==> src/rtl/rv_multicycle_ctrl_if.sv <==
// Instruction-memory fetch channel between the multicycle sequencer and the imem.
// The sequencer holds imem_req until imem_ack; imem_addr tracks the current PC.
interface rv_multicycle_ctrl_if;
    logic        imem_req;
    logic [31:0] imem_addr;
    logic        imem_ack;
    logic [31:0] imem_rdata;

    modport master (output imem_req, output imem_addr, input imem_ack, input imem_rdata);
    modport slave  (input imem_req, input imem_addr, output imem_ack, output imem_rdata);
endinterface

==> src/rtl/rv_multicycle_ctrl.sv <==
// Multicycle FETCH/DECODE/EXEC/WB sequencer: owns the instruction register, PC update,
// register-file write enable, retire counting and sticky error trapping.
module rv_multicycle_ctrl #(
    parameter logic [31:0] RESET_PC      = 32'h0000_0000,
    parameter int unsigned FETCH_TIMEOUT = 16
) (
    input  logic                         clk,
    input  logic                         reset,
    input  logic                         run,
    rv_multicycle_ctrl_if.master         imem,
    output logic [31:0]                  komut,
    input  logic [6:0]                   opcode,
    input  logic [4:0]                   rd,
    input  logic [31:0]                  imm,
    input  logic                         hata,
    input  logic                         br_taken,
    output logic                         alu_en,
    output logic                         we,
    output logic                         wb_sel,
    output logic [31:0]                  pc,
    output logic                         retire,
    output logic [31:0]                  instr_count,
    output logic                         trap,
    output logic [1:0]                   trap_cause
);
    localparam int unsigned CW = (FETCH_TIMEOUT > 2) ? $clog2(FETCH_TIMEOUT) : 1;
    localparam logic [CW-1:0] TMO_LAST = CW'(FETCH_TIMEOUT - 1);

    typedef enum logic [2:0] {
        IDLE, FETCH, DECODE, EXEC, WB, TRAP
    } state_t;

    state_t        state;
    logic [CW-1:0] tmo;
    logic [31:0]   next_pc;
    logic [31:0]   target;
    logic          take;
    logic          writes_rd;

    always_comb begin
        take      = ((opcode == 7'h63) && br_taken) || (opcode == 7'h6F);
        target    = take ? (pc + imm) : (pc + 32'd4);
        writes_rd = ((opcode == 7'h33) || (opcode == 7'h13) ||
                     (opcode == 7'h37) || (opcode == 7'h6F)) && (rd != 5'd0);
    end

    assign imem.imem_addr = pc;

    // Pulse-style outputs default low each cycle and are set on the transition
    // into the state in which they must be visible, so they read as decoded from state.
    always_ff @(posedge clk or negedge reset) begin
        if (!reset) begin
            state         <= IDLE;
            tmo           <= '0;
            next_pc       <= '0;
            pc            <= RESET_PC;
            komut         <= '0;
            imem.imem_req <= 1'b0;
            alu_en        <= 1'b0;
            we            <= 1'b0;
            wb_sel        <= 1'b0;
            retire        <= 1'b0;
            instr_count   <= '0;
            trap          <= 1'b0;
            trap_cause    <= '0;
        end else begin
            imem.imem_req <= 1'b0;
            alu_en        <= 1'b0;
            we            <= 1'b0;
            wb_sel        <= 1'b0;
            retire        <= 1'b0;
            case (state)
                IDLE: begin
                    if (run) begin
                        state         <= FETCH;
                        imem.imem_req <= 1'b1;
                        tmo           <= '0;
                    end
                end
                FETCH: begin
                    if (imem.imem_ack) begin
                        komut <= imem.imem_rdata;
                        state <= DECODE;
                    end else if (tmo == TMO_LAST) begin
                        state      <= TRAP;
                        trap       <= 1'b1;
                        trap_cause <= 2'b10;
                    end else begin
                        tmo           <= tmo + CW'(1);
                        imem.imem_req <= 1'b1;
                    end
                end
                DECODE: begin
                    if (hata) begin
                        state      <= TRAP;
                        trap       <= 1'b1;
                        trap_cause <= 2'b01;
                    end else begin
                        state  <= EXEC;
                        alu_en <= 1'b1;
                    end
                end
                EXEC: begin
                    if (target[1:0] != 2'b00) begin
                        state      <= TRAP;
                        trap       <= 1'b1;
                        trap_cause <= 2'b11;
                    end else begin
                        next_pc <= target;
                        state   <= WB;
                        we      <= writes_rd;
                        wb_sel  <= (opcode == 7'h6F);
                        retire  <= 1'b1;
                    end
                end
                WB: begin
                    pc          <= next_pc;
                    instr_count <= instr_count + 32'd1;
                    if (run) begin
                        state         <= FETCH;
                        imem.imem_req <= 1'b1;
                        tmo           <= '0;
                    end else begin
                        state <= IDLE;
                    end
                end
                TRAP: begin
                    state <= TRAP;
                end
                default: begin
                    state <= IDLE;
                end
            endcase
        end
    end
endmodule

==> src/flat_wrapper.sv <==
// flat-port wrapper written by rule: the top's interface ports become plain ports
module rv_multicycle_ctrl_flat 
#(
    parameter logic [31:0] RESET_PC      = 32'h0000_0000,
    parameter int unsigned FETCH_TIMEOUT = 16
)
  (clk, reset, run, komut, opcode, rd, imm, hata, br_taken, alu_en, we, wb_sel, pc, retire, instr_count, trap, trap_cause, imem_imem_req, imem_imem_addr, imem_imem_ack, imem_imem_rdata);
  rv_multicycle_ctrl_if imem_i ();
  input  logic clk;
  input  logic reset;
  input  logic run;
  output logic [31:0] komut;
  input  logic [6:0] opcode;
  input  logic [4:0] rd;
  input  logic [31:0] imm;
  input  logic hata;
  input  logic br_taken;
  output logic alu_en;
  output logic we;
  output logic wb_sel;
  output logic [31:0] pc;
  output logic retire;
  output logic [31:0] instr_count;
  output logic trap;
  output logic [1:0] trap_cause;
  output wire logic [$bits(imem_i.imem_req)-1:0] imem_imem_req;
  output wire logic [$bits(imem_i.imem_addr)-1:0] imem_imem_addr;
  input wire logic [$bits(imem_i.imem_ack)-1:0] imem_imem_ack;
  input wire logic [$bits(imem_i.imem_rdata)-1:0] imem_imem_rdata;
  assign imem_imem_req = imem_i.imem_req;
  assign imem_imem_addr = imem_i.imem_addr;
  assign imem_i.imem_ack = imem_imem_ack;
  assign imem_i.imem_rdata = imem_imem_rdata;
  rv_multicycle_ctrl #(.RESET_PC(RESET_PC), .FETCH_TIMEOUT(FETCH_TIMEOUT)) u_core (.clk(clk), .reset(reset), .run(run), .imem(imem_i), .komut(komut), .opcode(opcode), .rd(rd), .imm(imm), .hata(hata), .br_taken(br_taken), .alu_en(alu_en), .we(we), .wb_sel(wb_sel), .pc(pc), .retire(retire), .instr_count(instr_count), .trap(trap), .trap_cause(trap_cause));
endmodule
==> config.mk <==
export PLATFORM = sky130hd
export DESIGN_NAME = rv_multicycle_ctrl_flat
export DESIGN_NICKNAME = d
export VERILOG_FILES = /design/src/rtl/rv_multicycle_ctrl_if.sv /design/src/rtl/rv_multicycle_ctrl.sv /design/src/flat_wrapper.sv
export SDC_FILE = /design/constraint.sdc
export NUM_CORES = 1
export LEC_CHECK = 0
export ABC_AREA = 1
export BUFFER_PORTS_ARGS = -buffer_cell sky130_fd_sc_hd__buf_4
export CAP_MARGIN = 20
export CORE_ASPECT_RATIO = 0.75
export CORE_UTILIZATION = 40
export CTS_CLUSTER_SIZE = 8
export DETAILED_ROUTE_END_ITERATION = 8
export GPL_TIMING_DRIVEN = 1
export PLACE_DENSITY = 0.6
export SLEW_MARGIN = 20
export SYNTH_ARGS = -nofsm -noshare
export SYNTH_HDL_FRONTEND = slang
export SYNTH_SLANG_ARGS = --single-unit
==> constraint.sdc <==
create_clock -name clk -period 4.3 [get_ports clk]
set_input_delay 0.86 -clock clk [delete_from_list [all_inputs] [get_ports clk]]
set_output_delay 0.86 -clock clk [all_outputs]
set_load 0.02 [all_outputs]
==> impl_metrics.ini <==
[cts]
numCtsBuffers = 17
clock_path_buffers = 2
cts-root-buf = clkbuf_16
hold_buffers = 0
htreeDepth = 4
cts_resized = 0
cts_tree = done
clock_latency_ns = 0.42
postCtsSetupRepairBufs = 0
clock_sinks = 143
clk_pin_slew_worst_paths_ns = 0.06

[logic_synthesis]
ys_ff_latch = 143
synth_top_area_share_pct = 37.5
synth_nets = 1444
synth_flop_cell = dfrtp_1
synth.cell_area_um2 = 9540
synthCells = 1327
synth_edf_count = 0
async_reset_ff_share_pct = 100
ys_warn_count = 0
synthDistinctLibCells = 43
synth_area_leaders = dfrtp_1 38%, nand2_1 16%, inv_1 7.5%
synth_top_area_cell = dfrtp_1
yosysSeqAreaShare_pct = 37.5
avgSynthCellArea_um2 = 7.19

[global_routing]
first_global_vias = 8160
grt_max_degree = 89
antenna_found_initial = 0
grt_pass1_wl_um = 44200
overflow = 0
grt_usage_pct = 23.3

[floorplanning]
core_area_um2 = 23200
die_area_um2 = 24500
start_util_pct = 41.1
die_w_um = 180
ios = 218
num_rows = 48
die_h_um = 136

[worst_setup_path]
slowest_stage = inv_2
path_depth = 11
path_buf_inv = 3
crit_chain = buf_4 -> nor3_1 -> nand3_1 -> nand2_4 -> nand2_2 -> nand2_2 -> nand2_4 -> inv_2 -> nand2_1 -> inv_1 -> a21oi_1
crit_arrival_ns = 3.01
endpoint_kind = flip-flop
cp-start-kind = input pin
max_stage_delay_ns = 0.62
cp_max_fo = 39
crit_type = in2reg
cp.required_ns = 4.61
reg2regPathDepth = 10
cp_top_family = simple AND/OR/NAND/NOR gates

[finish]
nets = 1632
final_cell_mix = 410 x nand2_1, 221 x buf_4, 190 x inv_1, 143 x dfrtp_1, 128 x nor2_1
mostFrequentLayoutCell = nand2_1
stdcell_area_um2 = 11800
layout-drive-gt1-share_pct = 20.9
syn2layout_area_growth_pct = 23.7
diodes = 0

[sta]
fmax_mhz = 369
max_slew.worst_pin.slew_ns = 0.820
maxSlewViolCount = 0
skew_ns = 0.00804
hold_viol_final = 0
relSlewSlack_pct = 45.3
rsz0062_at_grt = false
tns_ns = 0
setup-violations-final = 0
fin_crit_ns = 2.71
period_share_pct = 63.0

[placed_design]
place_congestion = 0.920
hpwl_um = 21500
port_buffers = 217
placed_area_um2 = 11200

[routing]
postRouteAntennaNets = 0
drc_errors = 0
met3_length_um = 2040
wl_met1_um = 14300
highest_layer = met4
vias = 8964
met2_length_um = 11400
wl_um = 28100
first_iter_violations = 771
wire_per_inst_um = 15.4
viasPerCell = 4.90
first_pass_iters = 7

[pwr]
power_switching_mw = 3.49
netSwitchingFraction_pct = 45.1
leakage_nw = 6.31
combPwrFrac_pct = 50.4
peakVddDrop_v = 0.000322
power_density_nw_per_um2 = 657
seqPwrFrac_pct = 31.1
p_int_mw = 4.26
clockPowerShare_pct = 18.6

[status]
status = completed

[min_path]
hold_class = reg2reg
min_delay_path_depth = 1

[job]
drv_cap = 0
metrics by stage:
| stage | hold WS, ns | power [mW] | std cells | util [%] | setup slack (ns) |
|---|---|---|---|---|---|
| final | 0.462 | 7.75 | 1828 | 50.9 | 1.59 |
| after global routing | 0.497 | 8.33 | 1828 | 50.9 | 1.30 |
| after CTS | 0.465 | 7.78 | 1828 | 50.9 | 1.61 |
| after detailed placement | 0.457 | 6.32 | 1796 | 48.5 | 1.17 |
| after global placement | 0.447 | 6.25 | 1796 | 48.5 | 1.21 |
| after floorplan | 0.433 | 4.97 | 1327 | - | 1.89 |
cells in the mapped netlist, drive strengths merged, types with 2 or more instances:
library cell / number
xor2: 28
inv: 195
o21bai: 2
nor3: 26
xnor2: 20
clkinv: 2
ha: 34
nand2: 419
nand3: 69
o211ai: 4
a31oi: 5
nor2: 139
mux2: 32
o21ai: 50
a21oi: 72
or2: 4
buf: 41
nand4: 13
dfrtp: 143
nand3b: 8
clkbuf: 12
power groups by stage:
stage,Combinational [mW],Clock (mW),Sequential (mW)
after floorplan,2.34,0,2.63
after global routing,4.33,1.53,2.48
final,3.90,1.44,2.41
after detailed placement,3.89,0,2.42
after global placement,3.84,0,2.41
after CTS,3.90,1.47,2.41
cell families after synthesis:
logic type | count (synthesis) | share of synthesized area (%)
simple gates | 681 | 30.6
buf+inv | 250 | 11.4
flops | 143 | 37.5
compound gates | 138 | 7.61
xor+xnor | 48 | 4.41
fa+ha+maj | 35 | 4.67
mux | 32 | 3.78
worst reg2reg max path: cells and delay by family (launching register included):
family / cells / cell delay, ns
buffers and inverters: 2 / 0.70
adders and majority gates: 2 / 0.70
DFF: 1 / 0.44
and+or+nand+nor: 5 / 0.63
AOI/OAI and AO/OA: 1 / 0.06
state kept, by name (all words and copies together), names as in the netlist:
register and cells:
u_core.trap_cause 2, u_core.next_pc 32, u_core.alu_en 1, u_core.we 1, u_core.retire 1, u_core.imem.imem_addr 32
u_core.state 3, u_core.tmo 4, u_core.instr_count 32, u_core.wb_sel 1, u_core.komut 32, u_core.imem.imem_req 1
u_core.trap 1
final cells by class:
cell class | count | area, um2
flip-flops and latches | 143 | 3580
clock inverters | 7 | 85.1
multi-input cells | 934 | 4870
clock buffers | 25 | 475
inverters | 197 | 742
repair buffers | 222 | 1670
well taps | 300 | 375
fillers | 2298 | 11400
path summary, 6_finish.rpt:
check                                         start                endpoint  slack, ns
min reg2reg                           u_core.tmo[3]           u_core.tmo[3]       0.46
min in group asynchronous                     reset  u_core.instr_count[15]       0.52
min                                   u_core.tmo[3]           u_core.tmo[3]       0.46
max reg2reg                u_core.imem.imem_addr[0]      u_core.next_pc[19]       1.66
max                                       opcode[3]      u_core.next_pc[19]       1.59
max in group asynchronous                     reset        u_core.komut[25]       2.85
routing by layer:
layer / vias to the layer above / GRT usage [%]
li1: 4521 / -
met1: 4114 / 35.8
met2: 308 / 33.2
met3: 21 / 4.81
met4: 0 / 4.75
met5: - / 0
Power figures use the tool's default switching activity.
